$ cat src/rtl/crc32_msg_sequencer_pkg.sv
// Shared types and constants for the crc32 message sequencer and its packer.
package crc_pkg;

    localparam int CRC_W = 32;
    localparam logic [CRC_W-1:0] CRC32_POLY_DEFAULT = 32'h04C11DB7;

    typedef enum logic [2:0] {
        IDLE    = 3'd0,
        FILL    = 3'd1,
        COMPUTE = 3'd2,
        CAPTURE = 3'd3,
        RESULT  = 3'd4
    } state_t;

endpackage

$ cat src/rtl/crc32_msg_sequencer_if.sv
// Byte-stream input, crc32 core link and result port of the message sequencer.
// Both s_* and m_* are valid/ready: a transfer happens on a rising clk edge where
// valid and ready are both high; valid never depends combinationally on ready.
interface crc32_msg_sequencer_if #(
    parameter int LEN_W = 16
);
    import crc_pkg::*;

    logic [7:0]       s_data_i;
    logic             s_valid_i;
    logic             s_last_i;
    logic             s_ready_o;
    logic [CRC_W-1:0] core_msg_o;
    logic             core_compute_o;
    logic [CRC_W-1:0] core_poly_o;
    logic [CRC_W-1:0] crc_i;
    logic [CRC_W-1:0] m_crc_o;
    logic [LEN_W-1:0] m_len_o;
    logic             m_valid_o;
    logic             m_ready_i;
    logic             busy_o;
    state_t           state_dbg;

    modport master (
        input  s_data_i, s_valid_i, s_last_i, crc_i, m_ready_i,
        output s_ready_o, core_msg_o, core_compute_o, core_poly_o,
               m_crc_o, m_len_o, m_valid_o, busy_o, state_dbg
    );

    modport slave (
        output s_data_i, s_valid_i, s_last_i, crc_i, m_ready_i,
        input  s_ready_o, core_msg_o, core_compute_o, core_poly_o,
               m_crc_o, m_len_o, m_valid_o, busy_o, state_dbg
    );

endinterface

$ cat src/rtl/crc32_msg_sequencer_packer.sv
// Packs accepted bytes big-endian into a 32-bit word; unfilled bytes stay zero.
module crc32_byte_packer
    import crc_pkg::*;
(
    input  logic             clk,
    input  logic             rst,
    input  logic             accept,
    input  logic [7:0]       data,
    input  logic             last,
    input  logic             clear,
    output logic [CRC_W-1:0] word,
    output logic             word_done
);

    logic [1:0]       idx_q;
    logic [CRC_W-1:0] word_q;

    always_ff @(posedge clk or posedge rst) begin
        if (rst) begin
            idx_q  <= 2'd0;
            word_q <= '0;
        end else if (clear) begin
            idx_q  <= 2'd0;
            word_q <= '0;
        end else if (accept) begin
            idx_q <= idx_q + 2'd1;
            case (idx_q)
                2'd0:    word_q[31:24] <= data;
                2'd1:    word_q[23:16] <= data;
                2'd2:    word_q[15:8]  <= data;
                default: word_q[7:0]   <= data;
            endcase
        end
    end

    // Word is complete when the fourth byte or the final byte of the message lands.
    assign word_done = accept && ((idx_q == 2'd3) || last);
    assign word      = word_q;

endmodule

$ cat src/rtl/crc32_msg_sequencer.sv
// Feeds packed message words to a crc32 core, chains the remainder across words
// and presents the final CRC with the message byte length.
module crc32_msg_sequencer
    import crc_pkg::*;
#(
    parameter int               CRC_CYCLES = 32,
    parameter logic [CRC_W-1:0] POLY       = CRC32_POLY_DEFAULT,
    parameter int               LEN_W      = 16
) (
    input  logic clk_i,
    input  logic rst_i,
    crc32_msg_sequencer_if.master bus
);

    localparam int CNT_W = (CRC_CYCLES > 1) ? $clog2(CRC_CYCLES) : 1;
    localparam logic [CNT_W-1:0] CNT_LOAD = CNT_W'(CRC_CYCLES - 1);

    state_t           state_q, state_d;
    logic [CNT_W-1:0] cnt_q;
    logic [CRC_W-1:0] run_crc_q;
    logic [LEN_W-1:0] len_q;
    logic             last_q;

    logic             in_fill;
    logic             accept;
    logic             word_done;
    logic [CRC_W-1:0] word;
    logic             res_hs;

    assign in_fill = (state_q == IDLE) || (state_q == FILL);
    assign accept  = bus.s_valid_i && in_fill && !rst_i;
    assign res_hs  = (state_q == RESULT) && bus.m_ready_i;

    crc32_byte_packer u_packer (
        .clk       (clk_i),
        .rst       (rst_i),
        .accept    (accept),
        .data      (bus.s_data_i),
        .last      (bus.s_last_i),
        .clear     (state_q == CAPTURE),
        .word      (word),
        .word_done (word_done)
    );

    always_ff @(posedge clk_i or posedge rst_i) begin
        if (rst_i) begin
            state_q <= IDLE;
        end else begin
            state_q <= state_d;
        end
    end

    always_comb begin
        state_d = state_q;
        case (state_q)
            IDLE: begin
                if (accept) begin
                    state_d = word_done ? COMPUTE : FILL;
                end
            end
            FILL: begin
                if (word_done) begin
                    state_d = COMPUTE;
                end
            end
            COMPUTE: begin
                if (cnt_q == '0) begin
                    state_d = CAPTURE;
                end
            end
            CAPTURE: begin
                state_d = last_q ? RESULT : FILL;
            end
            RESULT: begin
                if (bus.m_ready_i) begin
                    state_d = IDLE;
                end
            end
            default: state_d = IDLE;
        endcase
    end

    always_ff @(posedge clk_i or posedge rst_i) begin
        if (rst_i) begin
            cnt_q     <= '0;
            run_crc_q <= '0;
            len_q     <= '0;
            last_q    <= 1'b0;
        end else begin
            if (accept && (len_q != '1)) begin
                len_q <= len_q + 1'b1;
            end
            if (word_done) begin
                cnt_q  <= CNT_LOAD;
                last_q <= bus.s_last_i;
            end
            if ((state_q == COMPUTE) && (cnt_q != '0)) begin
                cnt_q <= cnt_q - 1'b1;
            end
            // Core result is valid in the cycle right after compute drops.
            if (state_q == CAPTURE) begin
                run_crc_q <= bus.crc_i;
            end
            if (res_hs) begin
                run_crc_q <= '0;
                len_q     <= '0;
                last_q    <= 1'b0;
            end
        end
    end

    always_comb begin
        bus.s_ready_o      = in_fill && !rst_i;
        bus.core_compute_o = 1'b0;
        bus.core_msg_o     = '0;
        bus.m_valid_o      = 1'b0;
        bus.m_crc_o        = '0;
        bus.m_len_o        = '0;
        bus.busy_o         = (state_q != IDLE);
        if (state_q == COMPUTE) begin
            bus.core_compute_o = 1'b1;
            bus.core_msg_o     = word ^ run_crc_q;
        end
        if (state_q == RESULT) begin
            bus.m_valid_o = 1'b1;
            bus.m_crc_o   = run_crc_q;
            bus.m_len_o   = len_q;
        end
    end

    assign bus.core_poly_o = POLY;
    assign bus.state_dbg   = state_q;

endmodule

$ cat src/flat_wrapper.sv
// flat-port wrapper written by rule: the top's interface ports become plain ports
module crc32_msg_sequencer_flat import crc_pkg::*;
#(
    parameter int               CRC_CYCLES = 32,
    parameter logic [CRC_W-1:0] POLY       = CRC32_POLY_DEFAULT,
    parameter int               LEN_W      = 16
)
  (clk_i, rst_i, bus_s_data_i, bus_s_valid_i, bus_s_last_i, bus_crc_i, bus_m_ready_i, bus_s_ready_o, bus_core_msg_o, bus_core_compute_o, bus_core_poly_o, bus_m_crc_o, bus_m_len_o, bus_m_valid_o, bus_busy_o, bus_state_dbg);
  crc32_msg_sequencer_if #(.LEN_W(LEN_W)) bus_i ();
  input  logic clk_i;
  input  logic rst_i;
  input wire logic [$bits(bus_i.s_data_i)-1:0] bus_s_data_i;
  input wire logic [$bits(bus_i.s_valid_i)-1:0] bus_s_valid_i;
  input wire logic [$bits(bus_i.s_last_i)-1:0] bus_s_last_i;
  input wire logic [$bits(bus_i.crc_i)-1:0] bus_crc_i;
  input wire logic [$bits(bus_i.m_ready_i)-1:0] bus_m_ready_i;
  output wire logic [$bits(bus_i.s_ready_o)-1:0] bus_s_ready_o;
  output wire logic [$bits(bus_i.core_msg_o)-1:0] bus_core_msg_o;
  output wire logic [$bits(bus_i.core_compute_o)-1:0] bus_core_compute_o;
  output wire logic [$bits(bus_i.core_poly_o)-1:0] bus_core_poly_o;
  output wire logic [$bits(bus_i.m_crc_o)-1:0] bus_m_crc_o;
  output wire logic [$bits(bus_i.m_len_o)-1:0] bus_m_len_o;
  output wire logic [$bits(bus_i.m_valid_o)-1:0] bus_m_valid_o;
  output wire logic [$bits(bus_i.busy_o)-1:0] bus_busy_o;
  output wire logic [$bits(bus_i.state_dbg)-1:0] bus_state_dbg;
  assign bus_i.s_data_i = bus_s_data_i;
  assign bus_i.s_valid_i = bus_s_valid_i;
  assign bus_i.s_last_i = bus_s_last_i;
  assign bus_i.crc_i = bus_crc_i;
  assign bus_i.m_ready_i = bus_m_ready_i;
  assign bus_s_ready_o = bus_i.s_ready_o;
  assign bus_core_msg_o = bus_i.core_msg_o;
  assign bus_core_compute_o = bus_i.core_compute_o;
  assign bus_core_poly_o = bus_i.core_poly_o;
  assign bus_m_crc_o = bus_i.m_crc_o;
  assign bus_m_len_o = bus_i.m_len_o;
  assign bus_m_valid_o = bus_i.m_valid_o;
  assign bus_busy_o = bus_i.busy_o;
  assign bus_state_dbg = bus_i.state_dbg;
  crc32_msg_sequencer #(.CRC_CYCLES(CRC_CYCLES), .POLY(POLY), .LEN_W(LEN_W)) u_core (.clk_i(clk_i), .rst_i(rst_i), .bus(bus_i));
endmodule
$ cat config.mk
export PLATFORM = sky130hd
export DESIGN_NAME = crc32_msg_sequencer_flat
export DESIGN_NICKNAME = d
export VERILOG_FILES = /design/src/rtl/crc32_msg_sequencer_pkg.sv /design/src/rtl/crc32_msg_sequencer_if.sv /design/src/rtl/crc32_msg_sequencer_packer.sv /design/src/rtl/crc32_msg_sequencer.sv /design/src/flat_wrapper.sv
export SDC_FILE = /design/constraint.sdc
export NUM_CORES = 1
export LEC_CHECK = 0
export CAP_MARGIN = 10
export CORE_MARGIN = 1.5
export CORE_UTILIZATION = 25
export CTS_CLUSTER_SIZE = 14
export DETAILED_ROUTE_END_ITERATION = 16
export GPL_TIMING_DRIVEN = 1
export PLACE_DENSITY = 0.57
export RECOVER_POWER = 25
export SLEW_MARGIN = 20
export SYNTH_ARGS = -nofsm -noshare
export SYNTH_HDL_FRONTEND = slang
export SYNTH_SLANG_ARGS = --single-unit
$ cat constraint.sdc
create_clock -name clk_i -period 3.6 [get_ports clk_i]
set_input_delay 0.54 -clock clk_i [delete_from_list [all_inputs] [get_ports clk_i]]
set_output_delay 0.54 -clock clk_i [all_outputs]
set_load 0.01 [all_outputs]
==> results of run 1 <==
## worst max path at each step
stage / end / from
after floorplan: u_core.bus.state_dbg[0] / rst_i
after global placement: u_core.len_q[9] / rst_i
after detailed placement: u_core.len_q[9] / rst_i
after CTS: bus_core_msg_o[29] / u_core.bus.state_dbg[1]
after global routing: bus_core_msg_o[29] / u_core.bus.state_dbg[1]
final: bus_core_msg_o[26] / u_core.bus.state_dbg[1]
## sequential cells by signal (all words and copies together), names as in the netlist
signal / flops
u_core.cnt_q: 5
u_core.run_crc_q: 32
u_core.last_q: 1
u_core.len_q: 16
u_core.u_packer.word: 32
u_core.bus.state_dbg: 3
u_core.u_packer.idx_q: 2
## per-stage QoR
stage | setup slack (ns) | util
2_1_floorplan | 0.6346 | -
3_3_place_gp | 0.7924 | 0.3248
3_5_place_dp | 0.7896 | 0.3248
4_1_cts | 0.4092 | 0.3406
5_1_grt | 0.2345 | 0.3404
6_report | 0.4429 | 0.3404
## cell type report
type                    instances  share of cell area
clock buffers                  12             0.03590
inverters                      11            0.006195
well taps                     270             0.04920
clock inverters                 4             0.01075
multi-input cells             472              0.3663
repair buffers                140              0.2001
flip-flops and latches         91              0.3316
## power breakdown
part	switching, mW	total [mW]	internal [mW]
registers	0.420	1.85	1.43
clock network	0.413	1.04	0.629
logic	0.870	1.70	0.826
## cell usage after synthesis (4+ instances only)
cell type	n	area, sq um
buf_4	32	240.2
buf_1	6	22.52
nand2_1	116	435.4
inv_1	11	41.29
clkbuf_1	30	112.6
nor2_1	44	165.2
o21ai_0	10	50.05
o31ai_1	4	30.03
xnor2_1	32	280.3
a21oi_1	78	390.4
and2_1	48	300.3
nor3_1	14	70.07
nand3_1	39	195.2
dfrtp_1	91	2277
ha_1	6	75.07
nor4_1	4	25.02
## cell families (layout without fill, tap and decap cells)
family / after synthesis / in the layout / share of synthesized area
AOI/OAI and AO/OA: 108 / 108 / 0.1163
other: 2 / 32 / 0.001469
and+or+nand+nor: 291 / 291 / 0.2734
xor gates and xnor gates: 32 / 32 / 0.05482
DFF: 91 / 91 / 0.4454
adders and majority gates: 6 / 6 / 0.01468
buffers and inverters: 82 / 167 / 0.08811
muxes: 3 / 3 / 0.005874
## worst register-to-register path: cells and delay by family (launching register included)
| family | cells | cell delay, ns |
|---|---|---|
| simple gates | 2 | 1.07 |
| buf+inv | 2 | 0.59 |
| flops | 1 | 0.58 |
| compound gates | 1 | 0.05 |
## layer usage
layer	global-route usage	vias up	part of all wire
li1	-	2206	-
met1	0.1974	2147	0.48
met2	0.2326	119	0.47
met3	0.03229	11	0.042
met4	0.04040	0	0.012
met5	0	-	0
==> run metrics, run 1 <==
area post-placement 0.006550 sq mm; nets 776; Chip Width 146 um; status finished, violations left; DP Cell Count 984; hold path startpoint u_core.cnt_q[0]; commonest non-fill, non-tap cell in the layout clkdlybuf4s50_1; number of H-tree levels 3; Tot Pwr 4.584 mW; Top Ports 164; register area share after synthesis 0.4454; fmax 316.8 MHz; critical path's largest stage delay 0.83 ns; largest net degree at the start of global routing 56; setup_tns 0 ns; CTS tree yes; static leakage power 2.728 nW; Initial DRC Count 271; dpl hpwl 10,470 um; drc violations 0; Final Max Slew Viols 1; routed wire length 15,270 um; CP max FO 38; Rel. slew slack -0.002575; WHS Endpoint u_core.cnt_q[0]; failing checks max-capacitance violations, max-slew violations; required time worst endpoint 3.06 ns; Worst R2R Setup Slack 1.19 ns; worst-skew pair later-pin latency 0.35 ns; critical path type reg2out; DRT Pass-1 Iters 4; remaining antenna violation count 0; Least-Margin Pin Slew 1.496 ns; Core Footprint 0.02017 sq mm; final hold violation count 0; clk buf depth 2; R2R cell count 5; commonest non-fill, non-tap cells in the layout clkdlybuf4s50_1 (130), nand2_1 (116), dfrtp_1 (91); crit path time final 3.157 ns; Avg Cell Area, Syn 8.313 sq um; design area 0.006867 sq mm; startpoint types register; RSZ-0062 raised after global routing no; Distinct cells, synth 46; Syn Inst Count 615; post-CTS setup buffer count 0; Non-Filler Instances 1,000; CP Cell Sequence or3b_2, nor2_1, clkdlybuf4s50_1; Top Family by Delay on Critical Path simple AND/OR/NAND/NOR gates; Worst EP arrival 2.62 ns; Hold Path Depth 1; Clock Skews 0.01101 ns; Synth-to-Final Area Change 34.31%; Tightest Hold Check Type reg2reg; grt ovf 0; port buffer count 131; share of layout cells above drive strength 1 0.04521; Multi-input gate area 0.002515 sq mm; Clk pin slew, worst setup/hold paths 0.07 ns; minimum hold slack 0.5070 ns; max cap viols 1; GRT Total Usage 0.1452; synthesized area 0.005112 sq mm; row count 52; register area 0.002277 sq mm; vias in the first global route 4,245; Final Cycle Share 0.8770; Root Buffer clkbuf_16; initial antenna violation count 0; vias per cell 4.483; Slowest cell on crit path or3b_2; diode count 0; via count 4,483; asr flop ratio synth 1.000; Die ar. 0.02132 sq mm; CP Depth 3; first-pass GRT wire length 24,010 um; number of synthesized register bits 91; Max VDD drop 0.0002694 V; cts hold-fix bufs 0; CTS Buf Count 9; final setup fails 0; R2R Path End u_core.run_crc_q[25]; Die H 146 um; Worst setup EP type output port; Buf+Inv Stages, Crit Path 1; Pwr per Cell Area 667.6 mW/mm^2; gpl congestion 0.7861; DR WL/cell 15.27 um; Main synth FF type dfrtp_1; worst r2r src u_core.bus.state_dbg[2]; Fillers 2,165; YS warnings 0; post-cts resize count 0; clock sink total 91; number of synthesized flops with an enable pin 0; Initial Util 0.2535
Power figures use the tool's default switching activity.
==> inputs of run 2 (changes only) <==
--- a/config.mk
+++ b/config.mk
@@ -9,4 +9,5 @@
 export CORE_MARGIN = 1.5
 export CORE_UTILIZATION = 25
+export CTS_CLUSTER_DIAMETER = 150
 export CTS_CLUSTER_SIZE = 14
 export DETAILED_ROUTE_END_ITERATION = 16
==> constraint.sdc (replaced) <==
create_clock -name clk_i -period 3.6 [get_ports clk_i]
set_input_delay 0.54 -clock clk_i [delete_from_list [all_inputs] [get_ports clk_i]]
set_output_delay 0.54 -clock clk_i [all_outputs]
set_load 0.005 [all_outputs]
==> run metrics, run 2 (synthesis results as in run 1) <==
Sw Pwr 1.658 mW (-2.7%); final setup fails 0 (unchanged); CTS Buf Count 9 (unchanged); Worst setup EP type output port; RSZ-0062 raised after global routing no; post-CTS setup buffer count 0 (unchanged); Top Ports 164 (unchanged); DR WL/cell 15.29 um (+0.15%); Clk pin slew, worst setup/hold paths 0.07 ns (about the same); Clock Skews 0.008215 ns (-0.002792 ns); Initial Util 0.2535 (unchanged); CP max FO 38 (unchanged); grt ovf 0 (unchanged); Setup WS post-layout 0.4670 ns (+0.02410 ns); pre-CTS setup slack 0.7952 ns (+0.005569 ns); final core utilization 0.3393 (-0.001179); clk buf depth 2 (unchanged); DP Cell Count 985 (+0.10%); hold path startpoint u_core.cnt_q[0]; nets 777 (+0.13%); Chip Width 146 um (unchanged); worst r2r src u_core.bus.state_dbg[2]; drc violations 0 (unchanged); Rel. slew slack -0.1313 (-0.1287); Crit. Startpoint u_core.bus.state_dbg[1]; startpoint types register; vias in the first global route 4,331 (+2.0%); Least-Margin Pin Slew 1.697 ns (+0.2013 ns); Final Cycle Share 0.8703 (-0.006696); minimum hold slack 0.5112 ns (+0.004214 ns); setup_tns 0 ns (unchanged); part of the power in registers 0.420 (+0.017); Tot Pwr 4.400 mW (-4.0%); area post-placement 0.006570 sq mm (+0.31%); commonest non-fill, non-tap cells in the layout clkdlybuf4s50_1 (130), nand2_1 (116), dfrtp_1 (91); cts hold-fix bufs 0 (unchanged); CTS tree yes; remaining antenna violation count 0 (unchanged); first-pass GRT wire length 24,070 um (+0.23%); clock share of power 0.205 (-0.022); commonest non-fill, non-tap cell in the layout clkdlybuf4s50_1; via count 4,470 (-0.29%); DRT Pass-1 Iters 4 (unchanged); Final Max Slew Viols 62 (+61); gpl congestion 0.7665 (-2.5%); post-cts resize count 0 (unchanged); row count 52 (unchanged); Max VDD drop 0.0002733 V (+1.4%); max cap viols 2 (+1); critical path type reg2out; worst-skew pair later-pin latency 0.34 ns (about the same); Tightest Hold Check Type reg2reg; required time worst endpoint 3.06 ns (about the same); Die ar. 0.02132 sq mm (unchanged); fmax 319.2 MHz (+0.77%); number of H-tree levels 3 (unchanged); Synth-to-Final Area Change 33.85%; Core Footprint 0.02017 sq mm (unchanged); largest net degree at the start of global routing 44 (-21%); port buffer count 131 (unchanged); final hold violation count 0 (unchanged); switching power share of the total 0.3768 (+0.005190); static leakage power 2.711 nW (-0.63%); Non-Filler Instances 1,001 (+0.10%); clock sink total 91 (unchanged); failing checks max-capacitance violations, max-slew violations; vias per cell 4.466 (-0.39%); Worst EP arrival 2.59 ns (-0.03 ns); Root Buffer clkbuf_16; diode count 0 (unchanged); dpl hpwl 10,680 um (+2.0%); share of layout cells above drive strength 1 0.04651 (+0.001306); initial antenna violation count 0 (unchanged); GRT Total Usage 0.1457 (+0.0004771); combinational power share 0.375 (+0.005); Pwr per Cell Area 643.1 mW/mm^2 (-3.7%); Initial DRC Count 215 (-21%); Die H 146 um (unchanged); crit path time final 3.133 ns (-0.02411 ns); design area 0.006843 sq mm (-0.35%); status finished, violations left; routed wire length 15,310 um (+0.25%); Power Internal 2.742 mW (-4.8%)
## run 2: cell count changes in the layout (fill, tap and decap cells not counted)
cell,previous run,this run
and3b_4,1,0
and3b_2,0,1
inv_4,0,1
buf_12,0,1
bufinv_16,2,0
clkinvlp_4,0,3
clkinvlp_2,1,0
clkbuf_2,2,0
clkinv_2,1,2
## run 2: worst paths after layout
kind | end | slack [ns] | cells after the start
setup / recovery | bus_core_msg_o[30] | 0.47 | 3
hold / removal | u_core.cnt_q[0] | 0.51 | 1
setup reg to reg | u_core.run_crc_q[16] | 1.20 | 5
hold reg to reg | u_core.cnt_q[0] | 0.51 | 1
max in group asynchronous | u_core.cnt_q[4] | 0.84 | 3
min in group asynchronous | u_core.bus.state_dbg[2] | 0.80 | 2
## run 2: per-layer routing
layer	global-route usage	wire length (um)	vias up
met5	0	0	-
met4	0.04646	264	0
met3	0.02947	684	15
met2	0.2319	7077	119
met1	0.1986	7283	2127
li1	-	-	2209
## run 2: layout make-up
class / instances / area [sq um]
Timing Repair Buffer: 141 / 1391
Inverter: 11 / 43.79
Fill cell: 2141 / 13330
Clock inverter: 6 / 41.29
Multi-Input combinational cell: 472 / 2512
Tap cell: 270 / 337.8
Clock buffer: 10 / 239.0
Sequential cell: 91 / 2277
## run 2: power by group through the flow
stage / combinational (mW) / clock [mW] / sequential [mW]
final: 1.65 / 0.902 / 1.85
after global routing: 1.86 / 0.980 / 1.92
after CTS: 1.68 / 0.940 / 1.85
after detailed placement: 1.67 / 0 / 1.87
after global placement: 1.65 / 0 / 1.86
after floorplan: 1.16 / 0 / 1.72
## run 2: critical path: stages, from the launching register on
cell             delay [ns]
dfrtp_1                0.58
or3b_2                 0.83
nor2_1                 0.25
clkdlybuf4s50_1        0.54
==> inputs of run 3 (changes only) <==
GPL_ROUTABILITY_DRIVEN = 0   (was unset)
==> results of run 3 <==
Final layout, timing and power as in run 2 (identical DEF).
